<file path="src/rtl/glitcbus_pkg.sv">
// Shared types and constants for the GLITC-side GLITCbus target.
package glitcbus_pkg;

    localparam int BYTES_PER_WORD = 4;
    localparam int ADDR_W         = 7;
    localparam int RDWR_BIT       = 7;
    localparam int RD_LATENCY_DEF = 2;

    typedef enum logic [2:0] {
        IDLE,
        WDATA,
        RREQ,
        RWAIT,
        RDATA,
        TURN,
        DONE
    } state_t;

endpackage

</file>
<file path="src/rtl/glitcbus_ilogic.sv">
// Input capture flops for the bus pins; isolated so they can pack into IOB input registers.
module glitcbus_ilogic (
    input  logic       CLK,
    input  logic       nRST,
    input  logic       SEL_I,
    input  logic [7:0] AD_I,
    output logic       sel_q,
    output logic [7:0] ad_q
);

    always_ff @(posedge CLK or negedge nRST) begin
        if (!nRST) begin
            sel_q <= 1'b0;
            ad_q  <= 8'h00;
        end else begin
            sel_q <= SEL_I;
            ad_q  <= AD_I;
        end
    end

endmodule

</file>
<file path="src/rtl/glitcbus_slave.sv">
// GLITCbus target: decodes address phase, assembles 32-bit writes into register strobes,
// fetches 32-bit reads from the register file and returns them LSB-first on the AD lines.
module glitcbus_slave
    import glitcbus_pkg::*;
#(
    parameter int RD_LATENCY = RD_LATENCY_DEF,
    parameter int ADDR_W     = glitcbus_pkg::ADDR_W
) (
    input  logic              CLK,
    input  logic              nRST,
    input  logic              BUS_SEL_I,
    input  logic [7:0]        BUS_AD_I,
    output logic [7:0]        BUS_AD_O,
    output logic              BUS_AD_T,
    output logic [ADDR_W-1:0] REG_ADDR,
    output logic [31:0]       REG_DAT_O,
    output logic              REG_WR,
    output logic              REG_RD,
    input  logic [31:0]       REG_DAT_I
);

    logic        sel_q;
    logic [7:0]  ad_q;
    state_t      state_q, state_d;
    logic [2:0]  cnt_q, cnt_d;
    logic [23:0] rd_hi;
    logic        ld_addr, shift_w, cap_rd, shift_r, wr_d, rd_d, t_d;

    glitcbus_ilogic u_ilogic (
        .CLK   (CLK),
        .nRST  (nRST),
        .SEL_I (BUS_SEL_I),
        .AD_I  (BUS_AD_I),
        .sel_q (sel_q),
        .ad_q  (ad_q)
    );

    always_ff @(posedge CLK or negedge nRST) begin
        if (!nRST) begin
            state_q <= IDLE;
            cnt_q   <= 3'd0;
        end else begin
            state_q <= state_d;
            cnt_q   <= cnt_d;
        end
    end

    // Every state except TURN/DONE needs SEL held; losing it returns straight to IDLE.
    always_comb begin
        state_d = state_q;
        cnt_d   = cnt_q;
        ld_addr = 1'b0;
        shift_w = 1'b0;
        cap_rd  = 1'b0;
        shift_r = 1'b0;
        wr_d    = 1'b0;
        rd_d    = 1'b0;
        t_d     = 1'b1;
        unique case (state_q)
            IDLE: begin
                if (sel_q) begin
                    ld_addr = 1'b1;
                    cnt_d   = 3'd0;
                    if (ad_q[RDWR_BIT]) begin
                        state_d = RREQ;
                        rd_d    = 1'b1;
                    end else begin
                        state_d = WDATA;
                    end
                end
            end
            WDATA: begin
                if (!sel_q) begin
                    state_d = IDLE;
                end else begin
                    shift_w = 1'b1;
                    if (cnt_q == 3'(BYTES_PER_WORD - 1)) begin
                        state_d = DONE;
                        wr_d    = 1'b1;
                    end else begin
                        cnt_d = cnt_q + 3'd1;
                    end
                end
            end
            RREQ: begin
                if (!sel_q) begin
                    state_d = IDLE;
                end else begin
                    state_d = RWAIT;
                    cnt_d   = 3'd0;
                end
            end
            RWAIT: begin
                if (!sel_q) begin
                    state_d = IDLE;
                end else if (cnt_q == 3'(RD_LATENCY - 1)) begin
                    state_d = RDATA;
                    cap_rd  = 1'b1;
                    t_d     = 1'b0;
                    cnt_d   = 3'd0;
                end else begin
                    cnt_d = cnt_q + 3'd1;
                end
            end
            RDATA: begin
                if (!sel_q) begin
                    state_d = IDLE;
                end else if (cnt_q == 3'(BYTES_PER_WORD - 1)) begin
                    state_d = TURN;
                end else begin
                    t_d     = 1'b0;
                    shift_r = 1'b1;
                    cnt_d   = cnt_q + 3'd1;
                end
            end
            TURN: state_d = DONE;
            DONE: begin
                if (!sel_q) state_d = IDLE;
            end
            default: state_d = IDLE;
        endcase
    end

    // {rd_hi, BUS_AD_O} together form the 32-bit read shift register; the low byte is the pin flop.
    always_ff @(posedge CLK or negedge nRST) begin
        if (!nRST) begin
            BUS_AD_O  <= 8'h00;
            BUS_AD_T  <= 1'b1;
            REG_ADDR  <= '0;
            REG_DAT_O <= 32'h0;
            REG_WR    <= 1'b0;
            REG_RD    <= 1'b0;
            rd_hi     <= 24'h0;
        end else begin
            REG_WR   <= wr_d;
            REG_RD   <= rd_d;
            BUS_AD_T <= t_d;
            if (ld_addr) REG_ADDR <= ad_q[ADDR_W-1:0];
            if (shift_w) REG_DAT_O <= {ad_q, REG_DAT_O[31:8]};
            if (cap_rd) begin
                rd_hi    <= REG_DAT_I[31:8];
                BUS_AD_O <= REG_DAT_I[7:0];
            end else if (shift_r) begin
                rd_hi    <= {8'h00, rd_hi[23:8]};
                BUS_AD_O <= rd_hi[7:0];
            end
        end
    end

endmodule

</file>
<file path="config.mk">
export PLATFORM = sky130hd
export DESIGN_NAME = glitcbus_slave
export DESIGN_NICKNAME = d
export VERILOG_FILES = /design/src/rtl/glitcbus_pkg.sv /design/src/rtl/glitcbus_ilogic.sv /design/src/rtl/glitcbus_slave.sv
export SDC_FILE = /design/constraint.sdc
export NUM_CORES = 1
export LEC_CHECK = 0
export ABC_AREA = 1
export CAP_MARGIN = 10
export CORE_MARGIN = 1.5
export CORE_UTILIZATION = 44
export DETAILED_ROUTE_END_ITERATION = 16
export HOLD_SLACK_MARGIN = 0.02
export PLACE_DENSITY = 0.75
export SLEW_MARGIN = 20
export SYNTH_ARGS = -nofsm -noshare
export SYNTH_HDL_FRONTEND = slang
export SYNTH_SLANG_ARGS = --single-unit
</file>
<file path="constraint.sdc">
create_clock -name CLK -period 1.57 [get_ports CLK]
set_input_delay 0.314 -clock CLK [delete_from_list [all_inputs] [get_ports CLK]]
set_output_delay 0.314 -clock CLK [all_outputs]
set_load 0.005 [all_outputs]
</file>
# Word-level counts from Yosys, hierarchy flattened
# Index checks and enable logic that the tools add are counted.
# Widths: inputs -> output; s select.
# word_totals
register_bits,89
latchBits,0
mem_bits_rw,0
mem_bits_ro,0
input_bits,43
out_inout_bits,50
mem_count,0
# op_classes
addsub,1
mul,0
div_mod_pow,0
n_lt_le_gt_ge,0
n_eq_ne,17
n_shift,0
muxes,40
bitwise,0
reduce_logical,7
# op_table
cell,count
$mux 24,2
$mux 3,13
$pmux 3 s7,1
$mux 1,18
$mux 8,2
$reduce_and 5->1,2
$eq 3x2->1 const B,3
$eq 3x3->1 const B,3
$ne 3x3->1 const B,3
$pmux 3 s3,1
$ne 2x1->1 const B,4
$eq 3x1->1 const B,2
$mux 2,2
$ne 2x2->1 const B,2
$reduce_or 2->1,2
$add 3x1->3 const B,1
$logic_not 3->1,1
$reduce_bool 3->1,1
$pmux 1 s2,1
$reduce_bool 2->1,1

# Longest topological paths before layout
# Gate-level depths: netlist of the first run.
# depth
word_depth,6
ltp_mapped,10
mapped_depth_nobuf,9

# Modules after synthesis
# From an unflattened synthesis of the first run, not the netlist that was laid out.
# unflattened
hier_cells,410
area_unflattened_um2,3729.8
# by_module_without_submodules
mod,n_inst,cells_each,area_per_inst_um2,seq_area_each_um2
glitcbus_slave,1,401,3504.6,2003.2
glitcbus_ilogic,1,9,225.2,225.2

# Worst setup path before layout of the first run
# Ideal clock, no wire load.
# synth_timing
path_type,register to register
start,reg cnt_q[0]
end,reg BUS_AD_O[7]
setup_ns,0.124
t_arrival_ns,1.466
setup_slack_ns,-0.019
stages_incl_launch_ff,10
cell_sequence,dfrtp_1 > ha_1 > ha_1 > nor2_2 > nand3_4 > nand2_4 > inv_4 > buf_6 > nand2_1 > nand3_1
# synth_via
elab_chain_len,5
# synth_rtl
item,line,rtl
from (decl),glitcbus_slave.sv:25,"logic [2:0] cnt_q, cnt_d;"
from (signal assigned),glitcbus_slave.sv:44,cnt_q <= cnt_d;
$eq 3x1->1 or $eq 3x2->1 (tied branches),"glitcbus_slave.sv:96, glitcbus_slave.sv:108",
"$mux 1, on equally long branches","glitcbus_slave.sv:96, glitcbus_slave.sv:108",
"$mux 1, on equally long branches","glitcbus_slave.sv:94, glitcbus_slave.sv:106",
$mux 1,glitcbus_slave.sv:59,unique case (state_q)
$mux 8 or $reduce_bool 2->1 (tied branches),-,
to (signal assigned),glitcbus_slave.sv:142,BUS_AD_O <= REG_DAT_I[7:0];
to (signal assigned),glitcbus_slave.sv:145,BUS_AD_O <= rd_hi[7:0];
to (decl),glitcbus_slave.sv:13,"output logic [7:0] BUS_AD_O,"
# Several ways; a longest one is shown, not always the timed one.
# A chain may end at the register's enable or synchronous reset.

# Worst setup path in the final report of the first run
# layout_timing
start,reg cnt_q[0]
end,reg rd_hi[9]
# layout_via
elab_chain_len,5
# layout_rtl
item,line,rtl
$eq 3x1->1 or $eq 3x2->1 (tied branches),"glitcbus_slave.sv:96, glitcbus_slave.sv:108",
"$mux 1, on equally long branches","glitcbus_slave.sv:96, glitcbus_slave.sv:108",
"$mux 1, on equally long branches","glitcbus_slave.sv:94, glitcbus_slave.sv:106",
$mux 1,glitcbus_slave.sv:59,
$mux 24 or $reduce_bool 2->1 (tied branches),-,
to (signal assigned),glitcbus_slave.sv:141,rd_hi <= REG_DAT_I[31:8];
to (signal assigned),glitcbus_slave.sv:144,"rd_hi <= {8'h00, rd_hi[23:8]};"
to (decl),glitcbus_slave.sv:26,logic [23:0] rd_hi;
# Several ways; a longest one is shown, not always the timed one.

==> results of run 1 <==
==> repair_timing <==
| item | in CTS | in global routing |
|---|---|---|
| gates cloned | 1 | 4 |
| endpoints found under the setup margin | 54 | 76 |
| resized for setup | 19 | 86 |
| pin swaps | 3 | 6 |
| endpoints found under the hold margin | 27 | 0 |
| buffers inserted | 12 | 14 |
| hold buffers | 1 | 0 |
==> routing by layer <==
| layer | routed length [um] | part of all wire | vias up | global-route usage |
|---|---|---|---|---|
| li1 | - | - | 1573 | - |
| met1 | 4040 | 0.43 | 1508 | 0.281 |
| met2 | 4750 | 0.51 | 85 | 0.319 |
| met3 | 439 | 0.047 | 11 | 0.0419 |
| met4 | 110 | 0.012 | 0 | 0.0686 |
| met5 | 0 | 0 | - | 0 |
==> power by group through the flow <==
stage	clock, mW	sequential, mW	combinational, mW
2_1_floorplan	0	3.81	1.75
3_3_place_gp	0	3.88	3.34
3_5_place_dp	0	3.91	3.45
4_1_cts	1.85	3.83	3.66
5_1_grt	1.95	3.99	4.50
6_report	1.82	3.87	4.04
==> cell usage in the layout (no fill, tap or decap), drive strengths merged <==
cell type      count
ha                 3
clkdlybuf4s50     49
nand3             38
clkinvlp           1
nor2              19
o21ai             42
or2                8
dlygate4sd2       12
nor3               1
nand2            150
a21oi              8
clkinv             1
dfstp              1
inv               37
bufinv             2
nand4              3
nand3b             3
dlymetal6s2s      30
clkbuf            11
dlygate4sd3        1
dfrtp             88
buf               38
==> how the worst max path moves through the flow <==
stage	start	to	slack, ps	cells after the start
global route	cnt_q[1]	rd_hi[9]	-110	8
global placement	cnt_q[1]	rd_hi[2]	50	8
floorplan	cnt_q[0]	BUS_AD_O[7]	4	9
finish	cnt_q[0]	rd_hi[9]	-30	8
detailed placement	cnt_q[1]	cnt_q[0]	-50	7
CTS	REG_DAT_O[4]	REG_DAT_O[4]	0.4	1
==> cells by family (layout without fill, tap and decap cells) <==
family	Yosys count	in the layout	share of synthesized area
AND/OR/NAND/NOR	219	222	0.255
flip-flops	89	89	0.586
buffers and inverters	51	182	0.0724
AO/OA/AOI/OAI	50	50	0.0767
adder cells (fa/ha/maj)	3	3	0.00988
==> through the flow <==
stage	utilization	setup WS (ps)	power (mW)	TNS, ps
after detailed placement	0.580	-48.6	7.36	-495
after global placement	0.580	45.3	7.22	0
after floorplan	-	4.26	5.56	0
after CTS	0.623	0.371	9.34	0
final	0.669	-33.3	9.73	-74.5
after global routing	0.669	-106	10.4	-2180
==> critical path: stages (launching register included) <==
cell and delay (ps):
dfrtp_1 360, buf_4 130, ha_2 180, nand2_2 80
nor2_4 180, nand2_2 140, or2_2 310, nand2_1 90
nand2_1 50
==> registers in the layout, summed over array words and instances (netlist names) <==
name,flops
REG_DAT_O,32
rd_hi,24
BUS_AD_O,8
u_ilogic.ad_q,8
REG_ADDR,7
cnt_q,3
state_q,3
BUS_AD_T,1
REG_RD,1
REG_WR,1
u_ilogic.sel_q,1
==> area by class of cell <==
cell class / count / area share
Clock inverter: 5 / 0.0153
Clock buffer: 11 / 0.0273
Multi-Input combinational cell: 275 / 0.267
Inverter: 34 / 0.0266
Sequential cell: 89 / 0.402
Timing Repair inverter: 2 / 0.00316
Tap cell: 105 / 0.0237
Timing Repair Buffer: 130 / 0.235
==> metrics.cfg, run 1 <==
[outcome]
status=finished, violations left
violations=setup timing

[timing]
min_period_ps=1600
setup_violations=7
clock-skew-final_ps=10.3
fin_ws_ps=-33.3
period_share=1.02
hold_violations=0
drv_slew=0
max_freq_mhz=624
rsz0062_at_grt=yes
slew_headroom=0.731
timing.hold.ws_ps=381
worst_pin_slew_ps=403

[power]
pwr-share-clk=0.187
irDropWorstVdd_uv=830
p_int_mw=6.32
sw_frac_of_total=0.350
p_leak_nw=3.01
p_comb_frac=0.415
p_seq_frac=0.398
power_density_nw_per_um2=1750
switchingPower_mw=3.40

[synthesis]
ys_ff_latch=89
synth.area.top_cells=dfrtp_1, nand2_1, nand3_1
synth_most_common_cell=nand2_1
netlist_area_um2=3800
ys.warnings.count=0
ys_top_cells_by_count=nand2_1, dfrtp_1, nand3_1
synth_edf_count=0
synthArstFlopShare=1.00
ys.flop_type=dfrtp_1
syn_inst=412
synth_top_area_frac=0.579
syn_avg_cell_area_um2=9.23
synthesis.nets=458
synth_area_leader_cell=dfrtp_1
yosysUniqueCellTypes=27
seq_area_frac_synth=0.586

[worst_setup_path]
crit_required_ps=1830
r2r_cells=8
path_class=reg2reg
cp_max_fo=4
critPathCaptureType=flop
r2r_setup_slack_ps=-30
cp-start-kind=flop
reg2reg_to=rd_hi[9]
worst_ep_arrival_time_ps=1860
reg2reg_from=cnt_q[0]

[grt]
grt_overflow=0
antenna_found_initial=0
grt_max_degree=54
grt_pass1_vias=2979
track_usage=0.203
grt_pass1_wl_um=14100

[layout]
layoutNonFillerInstCount=651
fillers=622
design_area_um2=5550
final-seq-area_um2=2230
nets=587
drive_gt1_frac=0.231
antenna_cells=0
area_delta_synth_final_pct=46.0
multi_input_area_um2=1480

[clock_tree]
clockRootBuffer=clkbuf_8
numCtsBuffers=9
cts_buffer_depth=2
htreeDepth=3
clk_pin_slew_ps=90
clock_latency_ps=360
cts_tree=done
cts_num_sinks=89

[floorplan]
io_pins=93
die_area_um2=9210
coreArea_um2=8300
die_h_um=95.9
dieWidth_um=95.9
initial_core_util=0.458
rows=33

[hold_path]
hold_start=BUS_AD_I[1]
hold_path_end=u_ilogic.ad_q[1]
hp-class=in2reg
hold_depth=1

[drt]
drt_iter0_drc=180
vias=3177
viasPerCell=4.88
wl_per_cell_um=14.3
first_pass_iters=4
wl_um=9340
drc=0
ant_nets=0

[place]
place_inst=603
portBuffers=92
gp_congestion=0.842
dpl-instance-area_um2=4810
dp_hpwl_um=5800

[flow_run]
maxCapViolCount=0

Note: power is estimated with default switching activity, not from simulation.
==> inputs of run 2 (changes only) <==
--- a/config.mk
+++ b/config.mk
@@ -7,12 +7,15 @@
 export LEC_CHECK = 0
 export ABC_AREA = 1
 export CAP_MARGIN = 10
+export CELL_PAD_IN_SITES_DETAIL_PLACEMENT = 1
+export CELL_PAD_IN_SITES_GLOBAL_PLACEMENT = 1
 export CORE_MARGIN = 1.5
-export CORE_UTILIZATION = 44
+export CORE_UTILIZATION = 33
 export DETAILED_ROUTE_END_ITERATION = 16
 export HOLD_SLACK_MARGIN = 0.02
-export PLACE_DENSITY = 0.75
+export PLACE_DENSITY_LB_ADDON = 0.1
 export SLEW_MARGIN = 20
 export SYNTH_ARGS = -nofsm -noshare
 export SYNTH_HDL_FRONTEND = slang
 export SYNTH_SLANG_ARGS = --single-unit
+export TNS_END_PERCENT = 100
==> run 2 against run 1 <==
  * The run still ends with setup timing left
  * Clock skew shrank 2.6 ps
  * Clock power grew 27%
  * Non-clock buffer count shrank 9
  * First-iteration DRC count shrank 51%
  * Critical path depth grew 1
  * Final area shrank 0.61%
  * Wire length grew 8.1%
  * Maximum frequency grew 0.52%
  * Via count shrank 3.6%
  * Sequential power is essentially flat
  * Global-route usage shrank 2.5 points
  * Critical endpoint unchanged
==> metrics.cfg, run 2 (synthesis results as in run 1) <==
[power]
p_leak_nw=2.78  ; was 3.01 nW
power_density_nw_per_um2=1830  ; was 1750 nW/um2
irDropWorstVdd_uv=772  ; was 830 uV

[drt]
first_pass_iters=4  ; unchanged
wl_um=10100  ; was 9340 um
drt_iter0_drc=88  ; was 180
drc=0  ; unchanged
vias=3064  ; was 3177
ant_nets=0  ; unchanged
viasPerCell=4.53  ; was 4.88
wl_per_cell_um=14.9  ; was 14.3 um

[layout]
area_delta_synth_final_pct=45.1  ; was 46.0%
mostFrequentLayoutCell=nand2_1  ; unchanged
drive_gt1_frac=0.189  ; was 0.231
largest_reg_flops=32  ; unchanged
final_util=0.487  ; was 0.669
largest_registers=REG_DAT_O (32), rd_hi (24)  ; unchanged
antenna_cells=0  ; unchanged
nets=575  ; was 587
largest-register=REG_DAT_O  ; unchanged
layoutNonFillerInstCount=677  ; was 651
mostFrequentLayoutCells=nand2_1, dfrtp_1, clkdlybuf4s50_1, nand3_1, inv_1  ; was nand2_1, dfrtp_1, clkdlybuf4s50_1, buf_4, dlymetal6s2s_1

[timing]
rsz0062_at_grt=yes  ; unchanged
setup_violations=5  ; was 7
min_period_ps=1600  ; about the same
period_share=1.02  ; about the same
timing.hold.ws_ps=398  ; was 381 ps
clock-skew-final_ps=7.76  ; was 10.3 ps
tns_ps=-73.1  ; was -74.5 ps
hold_violations=0  ; unchanged
fin_ws_ps=-25.0  ; was -33.3 ps
drv_slew=0  ; unchanged
worst_pin_slew_ps=444  ; was 403 ps
slew_headroom=0.704  ; was 0.731
max_freq_mhz=627  ; was 624 MHz

[place]
portBuffers=92  ; unchanged
dp_hpwl_um=6930  ; was 5800 um
gp_congestion=0.790  ; was 0.842
place_inst=647  ; was 603

[clock_tree]
clk_pin_slew_ps=70  ; was 90 ps
cts_buffer_depth=2  ; unchanged
cts_tree=done  ; unchanged
numCtsBuffers=9  ; unchanged
cts_num_sinks=89  ; unchanged
clockRootBuffer=clkbuf_16  ; was clkbuf_8
htreeDepth=3  ; unchanged
clock_latency_ps=350  ; was 360 ps

[worst_setup_path]
startpoint=cnt_q[1]  ; was cnt_q[0]
r2r_cells=9  ; was 8
critPathCaptureType=flop  ; unchanged
worst_ep_arrival_time_ps=1840  ; was 1860 ps
r2r_setup_slack_ps=-30  ; about the same
reg2reg_from=cnt_q[1]  ; was cnt_q[0]
cp-start-kind=flop  ; unchanged
reg2reg_to=rd_hi[9]  ; unchanged
crit_path_end=rd_hi[9]  ; unchanged
path_class=reg2reg  ; unchanged
crit_required_ps=1810  ; was 1830 ps
cp_max_fo=5  ; was 4

[flow_run]
maxCapViolCount=0  ; unchanged

[grt]
grt_max_degree=41  ; was 54
antenna_found_initial=0  ; unchanged
grt_pass1_vias=3186  ; was 2979
grt_overflow=0  ; unchanged
grt_pass1_wl_um=16200  ; was 14100 um
track_usage=0.178  ; was 0.203

[outcome]
violations=setup timing  ; unchanged
status=finished, violations left  ; unchanged

[floorplan]
io_pins=93  ; unchanged
dieWidth_um=110  ; was 95.9 um
die_h_um=110  ; was 95.9 um
initial_core_util=0.336  ; was 0.458
rows=39  ; was 33
die_area_um2=12200  ; was 9210 um2
coreArea_um2=11300  ; was 8300 um2

[hold_path]
hp-class=in2reg  ; unchanged

==> run 2: cell types whose count changed in the layout (fill, tap and decap cells not counted), sizes merged, moves of 2 or more <==
cell | before | now
dlygate4sd2 | 12 | 6
clkdlybuf4s50 | 49 | 72
clkinv | 1 | 3
dlymetal6s2s | 30 | 13
buf | 38 | 29
inv | 37 | 35
==> run 2: worst max-delay path, cell delays in order (launching register included) <==
cell	delay, ps
dfrtp_1	400
buf_6	130
inv_4	50
ha_4	130
nand2_4	50
nor2_4	230
nand2_4	130
or2_4	270
nand2_2	70
nand2_2	40
==> run 2: metrics by stage <==
stage / setup slack, ps / instance area (um2) / total power, mW
global route: -92.2 / 5520 / 10.9
floorplan: 4.26 / 3800 / 5.56
finish: -25.0 / 5520 / 10.1
detailed placement: -52.8 / 4930 / 7.53
CTS: -33.0 / 5340 / 10.0
global placement: -3.76 / 4930 / 7.39
==> run 2: worst min-delay path by stage <==
stage,from,end,slack (ps),cells past startpoint
global route,BUS_AD_I[2],u_ilogic.ad_q[2],390,1
detailed placement,nRST,BUS_AD_O[0],290,1
floorplan,nRST,BUS_AD_O[0],20,0
global placement,nRST,BUS_AD_O[0],300,1
finish,BUS_AD_I[2],u_ilogic.ad_q[2],400,1
CTS,BUS_AD_I[2],u_ilogic.ad_q[2],390,1
==> run 2: per-layer routing <==
metal / wire [um] / share of wire / global-route usage / up-vias
met5: 0 / 0 / 0 / -
met4: 174 / 0.017 / 0.0769 / 0
met3: 322 / 0.032 / 0.0370 / 10
met2: 4720 / 0.47 / 0.269 / 55
met1: 4880 / 0.48 / 0.248 / 1458
li1: - / - / - / 1541
==> run 2: final cells by class <==
type                       instances  area [um2]
multi-input combinational        274        1420
fill                            1299        5800
sequential                        89        2230
timing repair buffer             121        1220
tap                              143         179
clock buffer                      10         229
clock inverter                     6        91.3
inverter                          34         143
==> run 2: timing repair <==
item	in CTS	in global routing
gates cloned	2	0
pin swaps	3	8
resized for setup	18	57
setup endpoints to repair	42	56
hold buffers	1	0
hold endpoints to repair	28	0
buffers inserted	5	6
==> run 2: power by group <==
group | switching, mW | internal [mW]
sequential | 0.603 | 3.26
combinational | 1.88 | 2.03
clock | 0.916 | 1.40
==> inputs of run 3 (changes only) <==
--- a/config.mk
+++ b/config.mk
@@ -5,12 +5,13 @@
 export SDC_FILE = /design/constraint.sdc
 export NUM_CORES = 1
 export LEC_CHECK = 0
-export ABC_AREA = 1
+export ABC_AREA = 0
 export CAP_MARGIN = 10
 export CELL_PAD_IN_SITES_DETAIL_PLACEMENT = 1
 export CELL_PAD_IN_SITES_GLOBAL_PLACEMENT = 1
 export CORE_MARGIN = 1.5
-export CORE_UTILIZATION = 33
+export CORE_UTILIZATION = 36
+export CTS_BUF_LIST = sky130_fd_sc_hd__clkbuf_4 sky130_fd_sc_hd__clkbuf_8
 export DETAILED_ROUTE_END_ITERATION = 16
 export HOLD_SLACK_MARGIN = 0.02
 export PLACE_DENSITY_LB_ADDON = 0.1
==> run 3 against run 2 <==
  * The run still ends with setup timing left
  * Sequential share of layout area decreased by 0.30 points
  * Utilization increased by 8.4 points
  * Global-route usage is 0.36 points lower
  * Combinational power decreased by 14%
  * Wire length shrank 7.2%
  * Clock-buffer cell count rose by 1
  * Non-clock buffer count grew 23
  * Clock power decreased by 29%
  * First-iteration DRC count down 78%
  * Synthesized area shrank 5.2%
  * Largest cell class unchanged
  * Largest power group is now sequential cells
==> metrics.cfg, run 3 <==
[timing]
min_period_ps=1600  ; about the same
timing.hold.ws_ps=391  ; was 398 ps
drv_slew=0  ; unchanged
worst_pin_slew_ps=408  ; was 444 ps
slew_headroom=0.728  ; was 0.704
clock-skew-final_ps=9.95  ; was 7.76 ps
period_share=1.02  ; about the same
hold_violations=0  ; unchanged
rsz0062_at_grt=yes  ; unchanged
setup_violations=13  ; was 5
max_freq_mhz=625  ; was 627 MHz
fin_ws_ps=-29.8  ; was -25.0 ps

[floorplan]
coreArea_um2=9730  ; was 11300 um2
rows=36  ; was 39
initial_core_util=0.370  ; was 0.336
die_area_um2=10600  ; was 12200 um2
io_pins=93  ; unchanged
dieWidth_um=103  ; was 110 um
die_h_um=103  ; was 110 um

[clock_tree]
cts_tree=done  ; unchanged
clock_latency_ps=350  ; about the same
numCtsBuffers=9  ; unchanged
clk_pin_slew_ps=90  ; was 70 ps
cts_num_sinks=89  ; unchanged
htreeDepth=3  ; unchanged
cts_buffer_depth=2  ; unchanged
clockRootBuffer=clkbuf_8  ; was clkbuf_16

[layout]
largest_reg_flops=32  ; unchanged
nets=451  ; was 575
mostFrequentLayoutCells=dfrtp_1, clkdlybuf4s50_1, buf_4, mux2_2, dlymetal6s2s_1  ; was nand2_1, dfrtp_1, clkdlybuf4s50_1, nand3_1, inv_1
drive_gt1_frac=0.312  ; was 0.189
largest_registers=REG_DAT_O (32), rd_hi (24)  ; unchanged
area_delta_synth_final_pct=54.2  ; was 45.1%
antenna_cells=0  ; unchanged
mostFrequentLayoutCell=dfrtp_1  ; was nand2_1
largest-register=REG_DAT_O  ; unchanged
final_util=0.571  ; was 0.487

[grt]
grt_pass1_vias=2731  ; was 3186
grt_overflow=0  ; unchanged
grt_pass1_wl_um=13800  ; was 16200 um
grt_max_degree=43  ; was 41
antenna_found_initial=0  ; unchanged
track_usage=0.174  ; was 0.178

[hold_path]
hold_depth=1  ; unchanged
hp-class=in2reg  ; unchanged

[synthesis]
synth_top_family_by_area=multiplexers  ; was simple AND/OR/NAND/NOR gates
netlist_area_um2=3600  ; was 3800 um2
seq_area_frac_synth=0.618  ; was 0.586
synth-simple-area-share=0.0667  ; was 0.255
ys_top_cells_by_count=dfrtp_1, mux2_2, nand2_1  ; was nand2_1, dfrtp_1, nand3_1
ys.warnings.count=0  ; unchanged
synth_top_area_frac=0.611  ; was 0.579
syn_inst=264  ; was 412
synth_edf_count=0  ; unchanged
synth-xor-area-share=0  ; unchanged
synthArstFlopShare=1.00  ; unchanged
synth_most_common_cell=dfrtp_1  ; was nand2_1
synth-adder-area-share=0.0104  ; was 0.00987
syn_avg_cell_area_um2=13.6  ; was 9.23 um2
synth-compound-area-share=0.105  ; was 0.0767
yosysUniqueCellTypes=35  ; was 27
synthesis.nets=310  ; was 458
ys.flop_type=dfrtp_1  ; unchanged
synth.area.top_cells=dfrtp_1, mux2_2, mux2i_1  ; was dfrtp_1, nand2_1, nand3_1
synth.area.mux_share=0.166  ; was 0
synth_area_leader_cell=dfrtp_1  ; unchanged
ys_ff_latch=89  ; unchanged

[drt]
first_pass_iters=4  ; unchanged
vias=2584  ; was 3064
ant_nets=0  ; unchanged
viasPerCell=4.76  ; was 4.53
drt_iter0_drc=19  ; was 88
wl_um=9370  ; was 10100 um
wl_per_cell_um=17.3  ; was 14.9 um
drc=0  ; unchanged

[outcome]
violations=setup timing  ; unchanged
status=finished, violations left  ; unchanged

[worst_setup_path]
slowest_stage=dfrtp_1  ; unchanged
worst_ep_arrival_time_ps=1840  ; about the same
r2r_setup_slack_ps=-30  ; about the same
crit_required_ps=1810  ; about the same
critPathCaptureType=flop  ; unchanged
path_class=reg2reg  ; unchanged
cp-start-kind=flop  ; unchanged
cp_max_fo=9  ; was 5
crit_chain=inv_1 > ha_2 > and3b_1 > and3_4 > buf_12 > nor2_4 > a21o_1  ; was buf_6 > inv_4 > ha_4 > nand2_4 > nor2_4 > nand2_4 > or2_4 > nand2_2 > nand2_2
max_stage_delay_ps=410  ; was 400 ps
r2r_cells=7  ; was 9

[place]
post-place-ws_ps=-89.5  ; was -52.8 ps
gp_congestion=0.729  ; was 0.790
portBuffers=92  ; unchanged
dp_hpwl_um=5770  ; was 6930 um

[power]
irDropWorstVdd_uv=736  ; was 772 uV
power_density_nw_per_um2=1590  ; was 1830 nW/um2
p_leak_nw=2.82  ; was 2.78 nW

[flow_run]
maxCapViolCount=0  ; unchanged

==> run 3: cell count changes after synthesis, moves of 16 or more <==
cell,previous run,this run
inv_1,29,3
nand3_1,36,0
mux2i_1,0,16
mux2_2,0,34
o21ai_0,35,13
a22o_1,0,16
nand2_1,142,25
==> run 3: cells by family (layout without fill, tap and decap cells) <==
| group | count (synthesis) | after routing |
|---|---|---|
| adder cells (fa/ha/maj) | 3 | 3 |
| AO/OA/AOI/OAI | 55 | 55 |
| multiplexers | 55 | 55 |
| buffers and inverters | 18 | 163 |
| flip-flops | 89 | 89 |
| AND/OR/NAND/NOR | 44 | 45 |
==> run 3: routing by layer <==
layer / track usage / share of wire / wire length [um]
met1: 0.225 / 0.44 / 4130
met2: 0.287 / 0.51 / 4760
met3: 0.0447 / 0.037 / 348
met4: 0.0582 / 0.013 / 126
met5: 0 / 0 / 0
==> run 3: power breakdown <==
group | switching, mW | total, mW | leakage (nW) | internal [mW]
combinational | 1.17 | 3.38 | 1.64 | 2.22
clock | 0.825 | 1.64 | 0.109 | 0.812
sequential | 0.579 | 3.84 | 1.07 | 3.26
total | 2.57 | 8.86 | 2.82 | 6.29
==> run 3: path summary, 6_finish.rpt <==
kind,endpoint,from
setup / recovery,rd_hi[0],cnt_q[1]
hold / removal,u_ilogic.ad_q[6],BUS_AD_I[6]
setup reg to reg,rd_hi[0],cnt_q[1]
hold reg to reg,rd_hi[4],rd_hi[4]
max in group asynchronous,state_q[1],nRST
min in group asynchronous,REG_DAT_O[0],nRST
==> run 3: per-stage QoR <==
stage               setup TNS (ps)  total power [mW]  std cells  cell area [um2]
finish                        -164              8.86        543             5560
global route                 -2350              9.46        543             5560
CTS                           -105              8.78        529             5220
detailed placement           -1420              6.94        496             4830
global placement              -433              6.80        496             4830
floorplan                     -115              5.09        264             3630
==> run 3: cell type report <==
type,instances,area (um2)
sequential,89,2230
inverter,3,11.3
clock buffer,11,145
timing repair buffer,144,1590
clock inverter,5,63.8
fill,1005,4170
multi-input combinational,158,1350
tap,133,166
==> run 3: repair_timing <==
| action | CTS | global route |
|---|---|---|
| cloned | 3 | 5 |
| hold buffers | 1 | 0 |
| buffers inserted | 13 | 9 |
| pin swaps | 1 | 6 |
| endpoints found under the hold margin | 25 | 0 |
| endpoints found under the setup margin | 43 | 101 |
| gates resized for setup | 15 | 58 |
==> run 3: critical path, delay by kind of cell (launching register included) <==
family	cells	cell delay [ps]
AOI/OAI and AO/OA	1	190
adders and majority gates	1	170
buffers and inverters	2	220
DFF	1	410
and+or+nand+nor	3	510
